**src/rtl/digit_entry_ctrl.sv**
```systemverilog
// Front-panel digit entry: sync/debounce three active-low keys and edit two 4-bit digits.
// Optional compile-time macro AUTO_REPEAT_EN adds hold-to-repeat on INC/DEC.
module digit_entry_ctrl #(
    parameter int unsigned DEBOUNCE_CYCLES = 500000,
    parameter int unsigned MAX_DIGIT       = 15,
    parameter int unsigned REPEAT_DELAY    = 25000000,
    parameter int unsigned REPEAT_PERIOD   = 5000000
) (
    input  logic       clk,
    input  logic       reset,
    input  logic       KEY_INC,
    input  logic       KEY_DEC,
    input  logic       KEY_SEL,
    output logic [3:0] a0,
    output logic [3:0] a1,
    output logic       sel,
    output logic       changed
);

    localparam int unsigned NUM_KEYS = 3;
    localparam int unsigned K_INC    = 0;
    localparam int unsigned K_DEC    = 1;
    localparam int unsigned K_SEL    = 2;
    localparam int unsigned DB_W     = $clog2(DEBOUNCE_CYCLES);

    localparam logic [DB_W-1:0] DB_LAST   = DB_W'(DEBOUNCE_CYCLES - 1);
    localparam logic [3:0]      DIGIT_MAX = 4'(MAX_DIGIT);

    // Reject parameter sets the datapath cannot represent.
    if (DEBOUNCE_CYCLES < 2 || MAX_DIGIT < 1 || MAX_DIGIT > 15 ||
        REPEAT_DELAY < 1 || REPEAT_PERIOD < 1) begin : g_param_check
        $error("digit_entry_ctrl: illegal parameter value");
    end

    logic [NUM_KEYS-1:0] key_raw;
    logic [NUM_KEYS-1:0] sync_s1;
    logic [NUM_KEYS-1:0] sync_s2;
    logic [NUM_KEYS-1:0] synced;
    logic [NUM_KEYS-1:0] deb;
    logic [NUM_KEYS-1:0] deb_q;
    logic [NUM_KEYS-1:0] press_evt;
    logic [NUM_KEYS-1:0] evt_d;
    logic [NUM_KEYS-1:0] evt_q;
    logic [DB_W-1:0]     db_cnt [NUM_KEYS];

    assign key_raw = {KEY_SEL, KEY_DEC, KEY_INC};

    // Two-flop synchroniser; reset value is the released (high) key level.
    always_ff @(posedge clk) begin
        if (reset) begin
            sync_s1 <= '1;
            sync_s2 <= '1;
        end else begin
            sync_s1 <= key_raw;
            sync_s2 <= sync_s1;
        end
    end

    assign synced = ~sync_s2;

    // Debounce: the level flips only after DEBOUNCE_CYCLES consecutive differing samples.
    always_ff @(posedge clk) begin
        if (reset) begin
            deb <= '0;
            for (int i = 0; i < NUM_KEYS; i++) begin
                db_cnt[i] <= '0;
            end
        end else begin
            for (int i = 0; i < NUM_KEYS; i++) begin
                if (synced[i] == deb[i]) begin
                    db_cnt[i] <= '0;
                end else if (db_cnt[i] == DB_LAST) begin
                    deb[i]    <= synced[i];
                    db_cnt[i] <= '0;
                end else begin
                    db_cnt[i] <= db_cnt[i] + DB_W'(1);
                end
            end
        end
    end

    assign press_evt = deb & ~deb_q;

`ifdef AUTO_REPEAT_EN
    localparam int unsigned REP_MAX = (REPEAT_DELAY > REPEAT_PERIOD) ? REPEAT_DELAY : REPEAT_PERIOD;
    localparam int unsigned REP_W   = $clog2(REP_MAX + 1);

    logic [REP_W-1:0] rep_cnt [2];
    logic [1:0]       rep_phase;
    logic [1:0]       rep_fire;

    // A count of zero means idle; phase 0 waits REPEAT_DELAY, phase 1 waits REPEAT_PERIOD.
    always_comb begin
        rep_fire = '0;
        for (int i = 0; i < 2; i++) begin
            rep_fire[i] = deb[i] && (rep_cnt[i] != '0) &&
                          (rep_cnt[i] == (rep_phase[i] ? REP_W'(REPEAT_PERIOD)
                                                       : REP_W'(REPEAT_DELAY)));
        end
    end

    always_ff @(posedge clk) begin
        if (reset) begin
            rep_phase <= '0;
            for (int i = 0; i < 2; i++) begin
                rep_cnt[i] <= '0;
            end
        end else begin
            for (int i = 0; i < 2; i++) begin
                if (!deb[i]) begin
                    rep_cnt[i]   <= '0;
                    rep_phase[i] <= 1'b0;
                end else if (press_evt[i]) begin
                    rep_cnt[i]   <= REP_W'(1);
                    rep_phase[i] <= 1'b0;
                end else if (rep_fire[i]) begin
                    rep_cnt[i]   <= REP_W'(1);
                    rep_phase[i] <= 1'b1;
                end else if (rep_cnt[i] != '0) begin
                    rep_cnt[i]   <= rep_cnt[i] + REP_W'(1);
                end
            end
        end
    end

    assign evt_d = press_evt | {1'b0, rep_fire};
`else
    assign evt_d = press_evt;
`endif

    always_ff @(posedge clk) begin
        if (reset) begin
            deb_q <= '0;
            evt_q <= '0;
        end else begin
            deb_q <= deb;
            evt_q <= evt_d;
        end
    end

    logic [3:0] cur_digit;
    logic [3:0] new_digit;
    logic [3:0] a0_d;
    logic [3:0] a1_d;
    logic       sel_d;
    logic       changed_d;

    // Arithmetic acts on the current selection; a simultaneous SEL toggles afterwards.
    always_comb begin
        cur_digit = sel ? a1 : a0;
        new_digit = cur_digit;
        a0_d      = a0;
        a1_d      = a1;
        sel_d     = sel;
        if (evt_q[K_INC] && !evt_q[K_DEC]) begin
            new_digit = (cur_digit >= DIGIT_MAX) ? 4'd0 : cur_digit + 4'd1;
        end else if (evt_q[K_DEC] && !evt_q[K_INC]) begin
            new_digit = (cur_digit == 4'd0) ? DIGIT_MAX : cur_digit - 4'd1;
        end
        if (sel) begin
            a1_d = new_digit;
        end else begin
            a0_d = new_digit;
        end
        if (evt_q[K_SEL]) begin
            sel_d = ~sel;
        end
        changed_d = (a0_d != a0) || (a1_d != a1) || (sel_d != sel);
    end

    always_ff @(posedge clk) begin
        if (reset) begin
            a0      <= 4'd0;
            a1      <= 4'd0;
            sel     <= 1'b0;
            changed <= 1'b0;
        end else begin
            a0      <= a0_d;
            a1      <= a1_d;
            sel     <= sel_d;
            changed <= changed_d;
        end
    end

endmodule

```
**config.mk**
```make
export PLATFORM = sky130hd
export DESIGN_NAME = digit_entry_ctrl
export DESIGN_NICKNAME = d
export VERILOG_FILES = /design/src/rtl/digit_entry_ctrl.sv
export SDC_FILE = /design/constraint.sdc
export NUM_CORES = 1
export LEC_CHECK = 0
export CORE_MARGIN = 3
export CORE_UTILIZATION = 26
export CTS_CLUSTER_SIZE = 30
export DETAILED_ROUTE_END_ITERATION = 16
export SYNTH_ARGS = -nofsm -noshare
export SYNTH_HDL_FRONTEND = slang
export SYNTH_SLANG_ARGS = --single-unit
```
**constraint.sdc**
```tcl
create_clock -name clk -period 2.45 [get_ports clk]
set_input_delay 0.49 -clock clk [delete_from_list [all_inputs] [get_ports clk]]
set_output_delay 0.49 -clock clk [all_outputs]
set_load 0.005 [all_outputs]
```
## After elaboration in Yosys (flattened, before gate mapping)

Memory sizes are Yosys's and may differ from the RTL's.
Index checks and enable logic that the tools add are counted.

| storage, ports and cells | value |
|---|---|
| bits in registers | 25 |
| bits in writable memories | 57 |
| input port bits | 5 |
| memories kept | 1 |

Memories:

| name | words | bits a word | rd ports | clocked after Yosys merged registers in | write ports | RTL line | source |
|---|---|---|---|---|---|---|---|
| db_cnt | 3 | 19 | 3 | 0 | 3 | 44 | `logic [DB_W-1:0] db_cnt [NUM_KEYS];` |

| cells by class | value |
|---|---|
| $add $sub $neg | 5 |
| magnitude comparators | 1 |
| equality and inequality tests | 9 |
| mux-type cells | 52 |
| bitwise operators | 16 |
| reductions and logical operators | 10 |

Operators by type and width:

| kind | number |
|---|---|
| $mux 19 | 9 |
| $add 19x1->19 const B | 3 |
| $eq 19x19->1 const B | 3 |
| $mux 1 | 36 |
| $mux 4 | 7 |
| $or 1x1->1 | 9 |
| $ne 4x4->1 | 2 |
| $not 3->3 | 2 |
| $reduce_and 2->1 | 3 |
| $add 4x1->4 const B | 1 |
| $ge 4x4->1 const B | 1 |
| $logic_not 4->1 | 1 |
| $not 1->1 | 4 |
| $sub 4x1->4 const B | 1 |
| $and 3x3->3 | 1 |
| $eq 1x1->1 | 3 |
| $logic_and 1x1->1 | 2 |
| $logic_not 1->1 | 2 |
| $logic_or 1x1->1 | 2 |
| $ne 1x1->1 | 1 |

## Longest topological paths before layout

Gate-level depths: netlist of the first run.

| depth | value |
|---|---|
| depth in word-level cells | 9 |
| mapped depth | 10 |
| gate-level depth less buffers | 7 |

## Worst setup path after synthesis of the first run

Ideal clock, no wire load.

| timing path | value |
|---|---|
| path kind | flip-flop to flip-flop |
| start point | register sel |
| end point | register a0[2] |
| setup time | 71 ps |
| data arrival time | 1949 ps |
| required time | 2379 ps |
| setup slack | 431 ps |
| stages on the path, launching flop included | 11 |
| buffers on the path | 3 |
| period minus slack after synthesis | 2019 ps |
| cells stage by stage | dfxtp_1 -> buf_6 -> buf_2 -> buf_2 -> mux2i_1 -> inv_1 -> ha_1 -> nor3b_1 -> o21ai_0 -> nand4b_1 -> a21oi_1 |

| on the way | value |
|---|---|
| longest elaborated chain between the ends | 6 |
| elaborated cells on any way between the ends | 10 |

RTL lines:

| what | RTL line | source |
|---|---|---|
| start: declaration | 16 | `output logic sel,` |
| start signal: assignment | 180 | `sel <= sel_d;` |
| $mux 4 | 150 | `cur_digit = sel ? a1 : a0;` |
| $sub 4x1->4 / $logic_not 4->1 (equally long branches) | 158 | `new_digit = (cur_digit == 4'd0) ? DIGIT_MAX : cur_digit - 4'd1;` |
| $mux 4 | 158 |  |
| $mux 4 | 157 | `end else if (evt_q[K_DEC] && !evt_q[K_INC]) begin` |
| $mux 4 | 155 | `if (evt_q[K_INC] && !evt_q[K_DEC]) begin` |
| $mux 4 (*) | 160 | `if (sel) begin` |
| end signal: assignment | 173 | `a0 <= 4'd0;` |
| end signal: assignment | 178 | `a0 <= a0_d;` |
| end: declaration | 14 | `output logic [3:0] a0,` |

Mark *: on every way between the ends. The rest lies on a longest branch, timed or not.
A chain may end at the register's enable or synchronous reset.

## Worst setup path in the final report of the first run

| timing path | value |
|---|---|
| start point | register sel |
| end point | output sel |

No word-level cell between the ends.

==> flow_summary.yaml, run 1 <==
floorplanning:
  die_h_um: 133
  ios: 15
  die-area_mm2: 0.0177
  start_util_pct: 27.1
  rows: 45
  die_w_um: 133
  core_area_mm2: 0.0155
synthesis:
  synth_largest_area_cell: "edfxtp_1"
  synth.top_cell.area_share_pct: 40.8
  synth-simple-area-share_pct: 25.1
  ys_ff_latch: 82
  synthAdderAreaFrac_pct: 1.79
  synth_compound_area_share_pct: 3.31
  syn-cell-area_mm2: 0.00419
  synth_edf_count: 57
  synth_ff_type: "edfxtp_1"
  ys_warn_count: 0
  synth_most_common_cell: "nor2_1"
  synthArstFlopShare_pct: 0
  syn_inst: 405
  synthMuxAreaShare_pct: 1.97
  synth_cell_type_count: 48
  ys_seq_area_share_pct: 52.8
  synth_xor_area_share_pct: 12.1
  synth_area_leaders: "edfxtp_1 41%, dfxtp_1 12%, nor2_1 7.3%"
  avgSynthCellArea_um2: 10.3
  synth_top_family_by_area: "simple AND/OR/NAND/NOR gates"
  synth_commonest_cells: "82 x nor2_1, 57 x edfxtp_1, 30 x xnor2_1"
critical_path:
  cp_data_required_time_ns: 1.96
  path_class: "register to output port"
  crit_path_start_kind: "register"
  cp-end-kind: "output port"
  crit_fanout: 9
  cp.arrival_ns: 1.56
clock_network:
  cts_setup_buffers: 0
  clkSinkCount: 82
  cts_root_buf: "clkbuf_16"
  numCtsBuffers: 9
  cts_resized: 0
  cts_tree: "yes"
  clkTransAtPathRegs_ns: 0.06
  worst_skew_pair.late_latency_ns: 0.33
  ctsHoldBuffers: 0
  htree_levels: 3
  cts_max_path_buffers: 2
sta:
  setup_viol: 0
  rsz0062_at_grt: "false"
  finalCritPeriodShare_pct: 83.5
  skew_ns: 0.00595
  worst_pin_slew_ns: 0.559
  period_needed_ns: 2.05
  hold_viol: 0
  finalSetupTns_ns: 0
  drv_slew: 0
  slew_headroom_pct: 62.8
  max_freq_mhz: 489
routing:
  routed_wl_mm: 7.16
  drt-initial-drc-count: 159
  vias: 2938
  drt_pass1_iterations: 4
  drc: 0
  wire_per_inst_um: 10.3
  routed_via_density: 4.23
  postRouteAntennaNets: 0
placed_design:
  place_hpwl_mm: 5.18
  dpl-instance-area_mm2: 0.00476
  gp_congestion: 0.759
  dp.cells: 679
  io_buffers: 14
grt:
  grt_max_degree: 19
  antenna_found_initial: 0
  overflow: 0
  track_usage_pct: 8.46
  grt_pass1_wl_mm: 12.5
  first_global_vias: 2757
pwr:
  leakage_nw: 1.74
  powerDensity_mw_per_mm2: 613
  ir_worst_vdd_mv: 0.380
final_layout:
  area_growth_pct: 21.3
  final_cells: 695
  fillCellCount: 1583
  final_layout_size_suffix_gt1_share_pct: 7.23
  stdcell_area_mm2: 0.00508
  diodes: 0
  nets: 490
status:
  status: "complete, no violations"
worst_hold_path:
  hold_class: "register to register"
flow_run:
  max_cap_viol_count: 0
state kept, by name, summed over array words and instances, names as in the netlist, 3 cells and up:
register and cells:
a1 4, deb 3, sync_s1 3, evt_q 3, deb_q 3, a0 4, sync_s2 3, db_cnt 57
worst max-delay path, stage by stage, from the launching register on:
cell and delay, ns:
dfxtp_1 0.46, buf_4 0.24, clkdlybuf4s50_1 0.52
metrics by stage:
step	setup slack (ns)	hold slack [ns]	util [%]	power (W)
after floorplan	0.431	0.367	-	0.00167
after global placement	0.407	0.373	30.7	0.00170
after detailed placement	0.367	0.374	30.7	0.00170
after CTS	0.376	0.383	32.8	0.00315
after global routing	0.250	0.396	32.8	0.00324
final	0.405	0.381	32.8	0.00312
worst paths after layout:
check,start,end,slack (ns),depth (start not counted)
hold / removal,deb_q[0],evt_q[0],0.38,1
setup reg to reg,db_cnt[0][0],db_cnt[0][8],0.43,5
hold reg to reg,deb_q[0],evt_q[0],0.38,1
setup / recovery,sel,sel,0.40,2
where the power goes:
part	internal [W]	switching (W)	total (W)	leakage [nW]
Clock	0.000913	0.000530	0.00144	0.160
Sequential	0.00153	0.0000457	0.00157	0.791
Combinational	0.0000448	0.0000561	0.000101	0.788
Total	0.00248	0.000631	0.00312	1.74
final cells by class:
class | count | area [um^2] | share of cell area, %
Sequential cell | 82 | 2210 | 43.5
Multi-Input combinational cell | 358 | 2070 | 40.7
Clock buffer | 13 | 283 | 5.56
Tap cell | 211 | 264 | 5.19
Timing Repair Buffer | 19 | 178 | 3.50
Clock inverter | 3 | 41.3 | 0.812
Inverter | 9 | 33.8 | 0.665
layout by cell type, fill, tap and decap left out, drive strengths merged, types with 6 or more instances in the layout:
cell type,n
nor2,82
edfxtp,57
conb,57
xnor2,30
xor2,28
nand2,26
dfxtp,25
nand3,24
clkdlybuf4s50,14
nand4,14
clkbuf,13
nor2b,10
nor3,10
inv,10
or2,9
a21oi,7
nand2b,7
nor4,7
o21ai,6
ha,6
layer usage:
layer | track usage, % | share of wire, % | up-vias | routed length, um
li1 | - | - | 1508 | -
met1 | 11.2 | 50 | 1391 | 3550
met2 | 13.3 | 46 | 31 | 3320
met3 | 2.59 | 2.9 | 8 | 211
met4 | 2.71 | 1.1 | 0 | 78
met5 | 0 | 0 | - | 0
kinds of logic after synthesis:
logic type                 count (synthesis)
DFF                                       82
adders and majority gates                  6
xor gates and xnor gates                  58
buffers and inverters                     21
AOI/OAI and AO/OA                         22
and+or+nand+nor                          209
muxes                                      6
other                                      1
Note: power is estimated with default switching activity, not from simulation.
==> run 2: changes to the inputs <==
==> constraint.sdc (replaced) <==
create_clock -name clk -period 2 [get_ports clk]
set_input_delay 0.4 -clock clk [delete_from_list [all_inputs] [get_ports clk]]
set_output_delay 0.4 -clock clk [all_outputs]
set_load 0.005 [all_outputs]
==> flow_summary.yaml, run 2 (synthesis gave the netlist of run 1 again) <==
pwr:
  total_power_w: 0.00391
  power.share.combinational_pct: 3.3
  p_clk_share_pct: 47.5
  ir_worst_vdd_mv: 0.407
  intPower_w: 0.00314
  p_sw_w: 0.000777
  leakage_nw: 1.79
  p_sw_share_pct: 19.9
  powerDensity_mw_per_mm2: 756
  p_seq_share_pct: 49.2
floorplanning:
  die_h_um: 133
  core_area_mm2: 0.0155
  die_w_um: 133
  ios: 15
  die-area_mm2: 0.0177
  rows: 45
  start_util_pct: 27.1
final_layout:
  fillCellCount: 1578
  diodes: 0
  final_common_cell: "nor2_1"
  stdcell_area_mm2: 0.00518
  ff_latch_area_mm2: 0.00221
  multi_input_area_mm2: 0.00208
  postLayoutCoreUtil_pct: 33.4
  nets: 495
  reg_top3: "db_cnt (57), a0 (4), a1 (4)"
  final_layout_size_suffix_gt1_share_pct: 9.00
  layout_common_cells: "82 x nor2_1, 57 x edfxtp_1, 57 x conb_1"
  regMostFlops: "db_cnt"
  area_growth_pct: 23.5
  largest_register_ffs: 57
worst_hold_path:
  hold_class: "register to register"
  hold_path.startpoint: "deb_q[0]"
clock_network:
  cts_tree: "yes"
  cts_setup_buffers: 0
  cts_root_buf: "clkbuf_16"
  worst_skew_pair.late_latency_ns: 0.33
  htree_levels: 3
  numCtsBuffers: 9
  clkSinkCount: 82
  ctsHoldBuffers: 0
  clkTransAtPathRegs_ns: 0.06
  cts_max_path_buffers: 2
placed_design:
  place_hpwl_mm: 5.04
  gp_congestion: 0.769
  dpl-instance-area_mm2: 0.00482
  io_buffers: 14
grt:
  grt_max_degree: 19
  track_usage_pct: 8.48
  grt_pass1_wl_mm: 12.6
  antenna_found_initial: 0
  overflow: 0
  first_global_vias: 2788
status:
  status: "complete, no violations"
sta:
  setup_viol: 0
  rsz0062_at_grt: "false"
  finalSetupTns_ns: 0
  skew_ns: 0.00687
  timing.hold.ws_ns: 0.376
  finalCritPeriodShare_pct: 92.8
  max_freq_mhz: 539
  drv_slew: 0
  hold_viol: 0
  period_needed_ns: 1.86
critical_path:
  cp_data_required_time_ns: 2.07
  r2r_end: "db_cnt[1][16]"
  path_class: "register to register"
  endpoint: "db_cnt[1][16]"
  cp.arrival_ns: 1.93
  crit_path_start: "db_cnt[1][0]"
  max_stage_delay_ns: 0.45
  cp-end-kind: "register"
  worstReg2RegStart: "db_cnt[1][0]"
  crit_path_top_delay_cell: "nor4_1"
  crit_path_start_kind: "register"
  reg2reg_depth: 6
  crit_fanout: 5
  worstPathCellList: "ha_1, nand3_1, nor4_1, nand2_1, xor2_1, nor2_1"
  ff2ff_setup_slack_ns: 0.14
routing:
  drc: 0
  routed_wl_mm: 6.99
  wl_met2_mm: 3.19
  routed_via_density: 4.17
  vias: 2916
  drt-initial-drc-count: 204
  wl_met3_um: 169
  wire_per_inst_um: 9.98
  drt_pass1_iterations: 4
  routed.top_layer: "met4"
  postRouteAntennaNets: 0
  wl_met1_mm: 3.54
flow_run:
  max_cap_viol_count: 0
-- run 2: how the worst min path moves through the flow --
stage,endpoint,slack [ns],depth (start not counted)
3_3_place_gp,evt_q[0],0.37,1
5_1_grt,evt_q[2],0.40,1
4_1_cts,evt_q[0],0.38,1
2_1_floorplan,evt_q[0],0.37,1
6_report,evt_q[0],0.38,1
3_5_place_dp,evt_q[2],0.37,1
-- run 2: repair_timing --
action                                  4_1_cts  5_1_grt
hold endpoints to repair                      0        0
resized for setup                             0        2
endpoints found under the setup margin        0       22
-- run 2: cell type report --
| type | count | area share, % |
|---|---|---|
| clock buffer | 11 | 5.10 |
| clock inverter | 5 | 1.59 |
| inverter | 9 | 0.652 |
| multi-input combinational | 358 | 40.2 |
| sequential | 82 | 42.8 |
| tap | 211 | 5.10 |
| timing repair buffer | 24 | 4.64 |
-- run 2: critical path: cells and delay by family (launching register included) --
kind	cells	cell delay [ns]
xor gates and xnor gates	1	0.16
DFF	1	0.41
and+or+nand+nor	4	0.82
adders and majority gates	1	0.21
-- run 2: stage by stage --
step                setup WS [ns]  std cells
finish                      0.143        700
floorplan                  0.0454        461
global route               0.0328        700
detailed placement         0.0961        684
global placement            0.150        684
CTS                        0.0303        700
-- run 2: layer usage --
metal	vias up	global-route usage (%)
li1	1517	-
met1	1367	11.4
met2	25	13.1
met3	7	1.67
met4	0	3.87
met5	-	0
-- run 2: power groups by stage --
stage	combinational [W]	sequential (W)	clock, W
after global placement	0.000125	0.00196	0
after floorplan	0.0000980	0.00195	0
after CTS	0.000127	0.00192	0.00192
after detailed placement	0.000126	0.00196	0
final	0.000129	0.00192	0.00186
after global routing	0.000150	0.00193	0.00199
